### src/rtl/hilo_ctrl_pkg.sv
// Shared constants and types for the multiply / HI-LO control stage.
package hilo_ctrl_pkg;

  localparam int unsigned DATA_W      = 32;
  localparam int unsigned PROD_W      = 2 * DATA_W;
  localparam int unsigned MAX_LAT_DEF = 40;
  localparam int unsigned CNT_W_DEF   = 6;

  typedef enum logic [1:0] {
    ST_IDLE  = 2'd0,
    ST_ISSUE = 2'd1,
    ST_ARM   = 2'd2,
    ST_WAIT  = 2'd3
  } state_e;

  // Product image as it lands in the architectural pair
  typedef struct packed {
    logic [DATA_W-1:0] hi;
    logic [DATA_W-1:0] lo;
  } hilo_t;

endpackage

### src/rtl/hilo_ctrl_if.sv
// EX-side and multserial-side signals of the HI/LO control stage.
interface hilo_ctrl_if;
  import hilo_ctrl_pkg::*;

  logic              MULTE;
  logic              MSGNE;
  logic [DATA_W-1:0] RSE;
  logic [DATA_W-1:0] RTE;
  logic              MTHIE;
  logic              MTLOE;
  logic              MFHIE;
  logic              MFLOE;
  logic              MST;
  logic              MSGN;
  logic [DATA_W-1:0] SRCA;
  logic [DATA_W-1:0] SRCB;
  logic [PROD_W-1:0] PROD;
  logic              PRODV;
  logic [DATA_W-1:0] HI;
  logic [DATA_W-1:0] LO;
  logic              STALLMD;
  logic              ERR;

  modport master (
    output MULTE, MSGNE, RSE, RTE, MTHIE, MTLOE, MFHIE, MFLOE, PROD, PRODV,
    input  MST, MSGN, SRCA, SRCB, HI, LO, STALLMD, ERR
  );

  modport slave (
    input  MULTE, MSGNE, RSE, RTE, MTHIE, MTLOE, MFHIE, MFLOE, PROD, PRODV,
    output MST, MSGN, SRCA, SRCB, HI, LO, STALLMD, ERR
  );
endinterface

### src/rtl/hilo_ctrl.sv
// Multiply/HI-LO control: launches multserial, owns HI/LO, stalls EX while a
// multiply is outstanding and flags a sticky timeout.
module hilo_ctrl
  import hilo_ctrl_pkg::*;
#(
  parameter int unsigned MAX_LAT = MAX_LAT_DEF,
  parameter int unsigned CNT_W   = CNT_W_DEF
) (
  input  logic       CLK,
  input  logic       RST,
  hilo_ctrl_if.slave bus
);

  state_e            state_q, state_d;
  logic [DATA_W-1:0] hi_q, hi_d;
  logic [DATA_W-1:0] lo_q, lo_d;
  logic [DATA_W-1:0] srca_q, srca_d;
  logic [DATA_W-1:0] srcb_q, srcb_d;
  logic              msgn_q, msgn_d;
  logic              mst_q, mst_d;
  logic              err_q, err_d;
  logic [CNT_W-1:0]  cnt_q, cnt_d;
  logic              last_c;
  hilo_t             prod_c;

  assign prod_c = hilo_t'(bus.PROD);
  // Final ARM/WAIT cycle before the counter reaches MAX_LAT
  assign last_c = (cnt_q == CNT_W'(MAX_LAT - 1));

  always_comb begin
    state_d = state_q;
    hi_d    = hi_q;
    lo_d    = lo_q;
    srca_d  = srca_q;
    srcb_d  = srcb_q;
    msgn_d  = msgn_q;
    mst_d   = 1'b0;
    err_d   = err_q;
    cnt_d   = cnt_q;

    case (state_q)
      ST_IDLE: begin
        if (bus.MULTE) begin
          srca_d  = bus.RSE;
          srcb_d  = bus.RTE;
          msgn_d  = bus.MSGNE;
          mst_d   = 1'b1;
          state_d = ST_ISSUE;
        end else begin
          if (bus.MTHIE) hi_d = bus.RSE;
          if (bus.MTLOE) lo_d = bus.RSE;
        end
      end

      ST_ISSUE: begin
        cnt_d   = '0;
        state_d = ST_ARM;
      end

      // PRODV is still high from the previous product until multserial restarts
      ST_ARM: begin
        cnt_d = cnt_q + CNT_W'(1);
        if (last_c) begin
          err_d   = 1'b1;
          state_d = ST_IDLE;
        end else if (!bus.PRODV) begin
          state_d = ST_WAIT;
        end
      end

      ST_WAIT: begin
        cnt_d = cnt_q + CNT_W'(1);
        if (bus.PRODV) begin
          hi_d    = prod_c.hi;
          lo_d    = prod_c.lo;
          state_d = ST_IDLE;
        end else if (last_c) begin
          err_d   = 1'b1;
          state_d = ST_IDLE;
        end
      end

      default: state_d = ST_IDLE;
    endcase
  end

  always_ff @(posedge CLK) begin
    if (RST) begin
      state_q <= ST_IDLE;
      hi_q    <= '0;
      lo_q    <= '0;
      srca_q  <= '0;
      srcb_q  <= '0;
      msgn_q  <= 1'b0;
      mst_q   <= 1'b0;
      err_q   <= 1'b0;
      cnt_q   <= '0;
    end else begin
      state_q <= state_d;
      hi_q    <= hi_d;
      lo_q    <= lo_d;
      srca_q  <= srca_d;
      srcb_q  <= srcb_d;
      msgn_q  <= msgn_d;
      mst_q   <= mst_d;
      err_q   <= err_d;
      cnt_q   <= cnt_d;
    end
  end

  assign bus.MST     = mst_q;
  assign bus.MSGN    = msgn_q;
  assign bus.SRCA    = srca_q;
  assign bus.SRCB    = srcb_q;
  assign bus.HI      = hi_q;
  assign bus.LO      = lo_q;
  assign bus.ERR     = err_q;
  // Only HI/LO-touching instructions wait; independent code overlaps the multiply
  assign bus.STALLMD = (state_q != ST_IDLE) &
                       (bus.MULTE | bus.MTHIE | bus.MTLOE | bus.MFHIE | bus.MFLOE);

endmodule

### src/flat_wrapper.sv
// flat-port wrapper written by rule: the top's interface ports become plain ports
module hilo_ctrl_flat import hilo_ctrl_pkg::*;
#(
  parameter int unsigned MAX_LAT = MAX_LAT_DEF,
  parameter int unsigned CNT_W   = CNT_W_DEF
)
  (CLK, RST, bus_MULTE, bus_MSGNE, bus_RSE, bus_RTE, bus_MTHIE, bus_MTLOE, bus_MFHIE, bus_MFLOE, bus_PROD, bus_PRODV, bus_MST, bus_MSGN, bus_SRCA, bus_SRCB, bus_HI, bus_LO, bus_STALLMD, bus_ERR);
  hilo_ctrl_if bus_i ();
  input  logic CLK;
  input  logic RST;
  input wire logic [$bits(bus_i.MULTE)-1:0] bus_MULTE;
  input wire logic [$bits(bus_i.MSGNE)-1:0] bus_MSGNE;
  input wire logic [$bits(bus_i.RSE)-1:0] bus_RSE;
  input wire logic [$bits(bus_i.RTE)-1:0] bus_RTE;
  input wire logic [$bits(bus_i.MTHIE)-1:0] bus_MTHIE;
  input wire logic [$bits(bus_i.MTLOE)-1:0] bus_MTLOE;
  input wire logic [$bits(bus_i.MFHIE)-1:0] bus_MFHIE;
  input wire logic [$bits(bus_i.MFLOE)-1:0] bus_MFLOE;
  input wire logic [$bits(bus_i.PROD)-1:0] bus_PROD;
  input wire logic [$bits(bus_i.PRODV)-1:0] bus_PRODV;
  output wire logic [$bits(bus_i.MST)-1:0] bus_MST;
  output wire logic [$bits(bus_i.MSGN)-1:0] bus_MSGN;
  output wire logic [$bits(bus_i.SRCA)-1:0] bus_SRCA;
  output wire logic [$bits(bus_i.SRCB)-1:0] bus_SRCB;
  output wire logic [$bits(bus_i.HI)-1:0] bus_HI;
  output wire logic [$bits(bus_i.LO)-1:0] bus_LO;
  output wire logic [$bits(bus_i.STALLMD)-1:0] bus_STALLMD;
  output wire logic [$bits(bus_i.ERR)-1:0] bus_ERR;
  assign bus_i.MULTE = bus_MULTE;
  assign bus_i.MSGNE = bus_MSGNE;
  assign bus_i.RSE = bus_RSE;
  assign bus_i.RTE = bus_RTE;
  assign bus_i.MTHIE = bus_MTHIE;
  assign bus_i.MTLOE = bus_MTLOE;
  assign bus_i.MFHIE = bus_MFHIE;
  assign bus_i.MFLOE = bus_MFLOE;
  assign bus_i.PROD = bus_PROD;
  assign bus_i.PRODV = bus_PRODV;
  assign bus_MST = bus_i.MST;
  assign bus_MSGN = bus_i.MSGN;
  assign bus_SRCA = bus_i.SRCA;
  assign bus_SRCB = bus_i.SRCB;
  assign bus_HI = bus_i.HI;
  assign bus_LO = bus_i.LO;
  assign bus_STALLMD = bus_i.STALLMD;
  assign bus_ERR = bus_i.ERR;
  hilo_ctrl #(.MAX_LAT(MAX_LAT), .CNT_W(CNT_W)) u_core (.CLK(CLK), .RST(RST), .bus(bus_i));
endmodule
### config.mk
export PLATFORM = sky130hd
export DESIGN_NAME = hilo_ctrl_flat
export DESIGN_NICKNAME = d
export VERILOG_FILES = /design/src/rtl/hilo_ctrl_pkg.sv /design/src/rtl/hilo_ctrl_if.sv /design/src/rtl/hilo_ctrl.sv /design/src/flat_wrapper.sv
export SDC_FILE = /design/constraint.sdc
export NUM_CORES = 1
export LEC_CHECK = 0
export CORE_ASPECT_RATIO = 0.6
export CORE_UTILIZATION = 42
export DETAILED_ROUTE_END_ITERATION = 8
export PLACE_DENSITY = 0.89
export SLEW_MARGIN = 20
export SYNTH_ARGS = -nofsm -noshare
export SYNTH_HDL_FRONTEND = slang
export SYNTH_SLANG_ARGS = --single-unit
export TNS_END_PERCENT = 1
### constraint.sdc
create_clock -name CLK -period 1.8 [get_ports CLK]
set_input_delay 0.36 -clock CLK [delete_from_list [all_inputs] [get_ports CLK]]
set_output_delay 0.36 -clock CLK [all_outputs]
set_load 0.03 [all_outputs]
==> results.ini <==
[outcome]
status = complete, no violations

[worst_setup_path]
worst-path-buf-inv = 1
crit_path_cell_trace = clkdlybuf4s50_1
startpoint_type = flip-flop
cp_slowest_cell = clkdlybuf4s50_1
r2r-start = u_core.state_q[1]$_SDFFE_PP0P_
worstPathRequired_ns = 1.44
critical_path_arrival_ns = 1.40
worstSetupPathType = reg2out
reg2reg_slack_ns = 0.08
critPathLaunch = u_core.bus.SRCA[3]$_SDFFE_PP0P_
worst-path-max-fanout = 2
max_stage_delay_ns = 0.67
cp-end-kind = primary output
crit_family = buffers and inverters

[clock_network]
clk_pin_slew_worst_paths_ns = 0.06
cts_tree = done
numCtsBuffers = 17
clkSinkCount = 139
hold_buffers = 0
clockBufferDepth = 2
post_cts_buffers = 0
clock_latency_ns = 0.41
cts-htree-levels = 4
cts_root_buffer = clkbuf_16

[die]
coreArea_um2 = 13700
die-area_um2 = 14700
start_util_pct = 43.4
die_h_um = 94.4
ios = 269
placementRows = 33
die_x_um = 156

[sta]
timing.fmax_mhz = 567
worst_pin_slew_ns = 0.377
final.setup.tns_ns = 0
slew-limit-headroom_pct = 74.6
finalCritPeriodShare_pct = 98.0
hold_viol_final = 0
rsz0062_at_grt = false
min_period_ns = 1.76
setup_viol = 0
skew_ns = 0.0134
final_max_slew_viol_count = 0

[synthesis]
ys_seq_area_share_pct = 46.6
synth.cell_area_um2 = 5970
syn-instance-count = 669
synth_edf_count = 0
syn_nets = 807
synth-seq-cells = 139
yosys.cell_types.count = 31
yosysWarnings = 0
avgSynthCellArea_um2 = 8.93
synthArstFlopShare_pct = 0
synth_flop_cell = dfxtp_1

[layout]
final_common_cell = clkdlybuf4s50_1
mostFrequentLayoutCells = clkdlybuf4s50_1 (142), dfxtp_1 (137), a21oi_1 (135)
diodes = 0
areaGrowthSynthToFinish_pct = 63.0
finalNonFillerCells = 1128
stdcell_area_um2 = 9740
nFillCells = 1035
finalNetCount = 1062
fin_util_pct = 70.8
layout-drive-gt1-share_pct = 15.1

[pwr]
power.net_switching_mw = 2.82
p_int_mw = 6.77
p_per_area_nw_per_um2 = 984
vdd_drop_max_mv = 0.539
switching_share_pct = 29.4
power_frac_comb_pct = 23.6
power_frac_seq_pct = 36.2
pwr-share-clk_pct = 40.2
leakage_nw = 4.89

[hold_path]
hold_class = in2reg
hold_start = RST

[routing]
drc = 0
wl_per_cell_um = 18.4
dr.pass1.iters = 7
via_per_inst = 5.38
vias = 6071
ant_nets = 0
wirelength_mm = 20.8
initialDrtViolationCount = 376

[global_route]
grt_max_degree = 58
grt_pass1_wl_mm = 30.6
antenna_found_initial = 0
track_usage_pct = 27.2
first_global_vias = 5830
grt_overflow = 0

[placed_design]
placed_cell_area_um2 = 8940
gp_congestion = 0.833
port_buffers = 268
place_inst = 1097
hpwl_mm = 14.4

[job]
drv_cap = 0

## final timing paths
path,to,depth (start not counted)
min,u_core.bus.SRCA[9]$_SDFFE_PP0P_,2
max,bus_SRCA[3],1
min reg2reg,u_core.bus.SRCA[9]$_SDFFE_PP0P_,2
max reg2reg,u_core.bus.SRCB[0]$_SDFFE_PP0P_,5
## synth_stat cells (5+ instances only)
cell | count | share of area [%]
a21oi_1 | 135 | 11
buf_4 | 8 | 1.0
a211oi_1 | 5 | 0.63
nand2_1 | 131 | 8.2
nor3_1 | 65 | 5.4
buf_6 | 13 | 2.5
nor2_1 | 6 | 0.38
a211oi_2 | 62 | 13
clkbuf_1 | 24 | 1.5
buf_2 | 22 | 1.8
a21boi_0 | 29 | 3.6
dfxtp_1 | 139 | 47
## state kept, by name, indices dropped and copies added (netlist names)
name	count
u_core.bus.ERR	1
u_core.bus.HI	32
u_core.bus.LO	32
u_core.bus.MSGN	1
u_core.bus.MST	1
u_core.bus.SRCA	32
u_core.bus.SRCB	32
u_core.cnt_q	6
u_core.state_q	2
## power groups by stage
| stage | Sequential [mW] | Clock [mW] | Combinational (mW) |
|---|---|---|---|
| 6_report | 3.47 | 3.85 | 2.26 |
| 5_1_grt | 3.49 | 4.05 | 2.40 |
| 4_1_cts | 3.47 | 3.90 | 2.28 |
| 3_5_place_dp | 3.54 | 0 | 2.33 |
| 3_3_place_gp | 3.53 | 0 | 2.29 |
| 2_1_floorplan | 3.97 | 0 | 0.816 |
## layout make-up
class | count | area [um^2] | share of cell area (%)
multi-input cells | 461 | 2810 | 28.8
inverters | 2 | 7.51 | 0.0771
well taps | 192 | 240 | 2.47
clock inverters | 13 | 215 | 2.21
clock buffers | 18 | 429 | 4.41
flip-flops and latches | 139 | 2790 | 28.6
repair buffers | 303 | 3250 | 33.4
## per-stage QoR
| stage | setup slack, ns | power, mW | hold slack, ns |
|---|---|---|---|
| after global placement | -0.0979 | 5.82 | 0.436 |
| after detailed placement | -0.164 | 5.87 | 0.445 |
| final | 0.0356 | 9.58 | 0.304 |
| after CTS | 0.00000511 | 9.65 | 0.290 |
| after global routing | 0.000496 | 9.94 | 0.297 |
| after floorplan | 0.0350 | 4.78 | 0.462 |
## per-layer routing
layer	up-vias	part of all wire (%)	global-route usage [%]
met3	32	8.9	8.31
met1	2882	42	33.9
li1	2879	-	-
met2	278	47	45.2
met4	0	1.8	8.50
met5	-	0	0
## cell families (layout without fill, tap and decap cells)
group	Yosys count	count (layout)	synth area share (%)
compound gates	239	239	29.5
xor+xnor	3	3	0.440
fa+ha+maj	1	1	0.209
buf+inv	69	336	6.94
flops	139	139	46.6
mux	1	1	0.168
simple gates	217	217	16.1
## timing repair
action                                 CTS  global route
gates resized for setup                 46            81
setup endpoints to repair               46            79
endpoints found under the hold margin    0             0
Note: power is estimated with default switching activity, not from simulation.
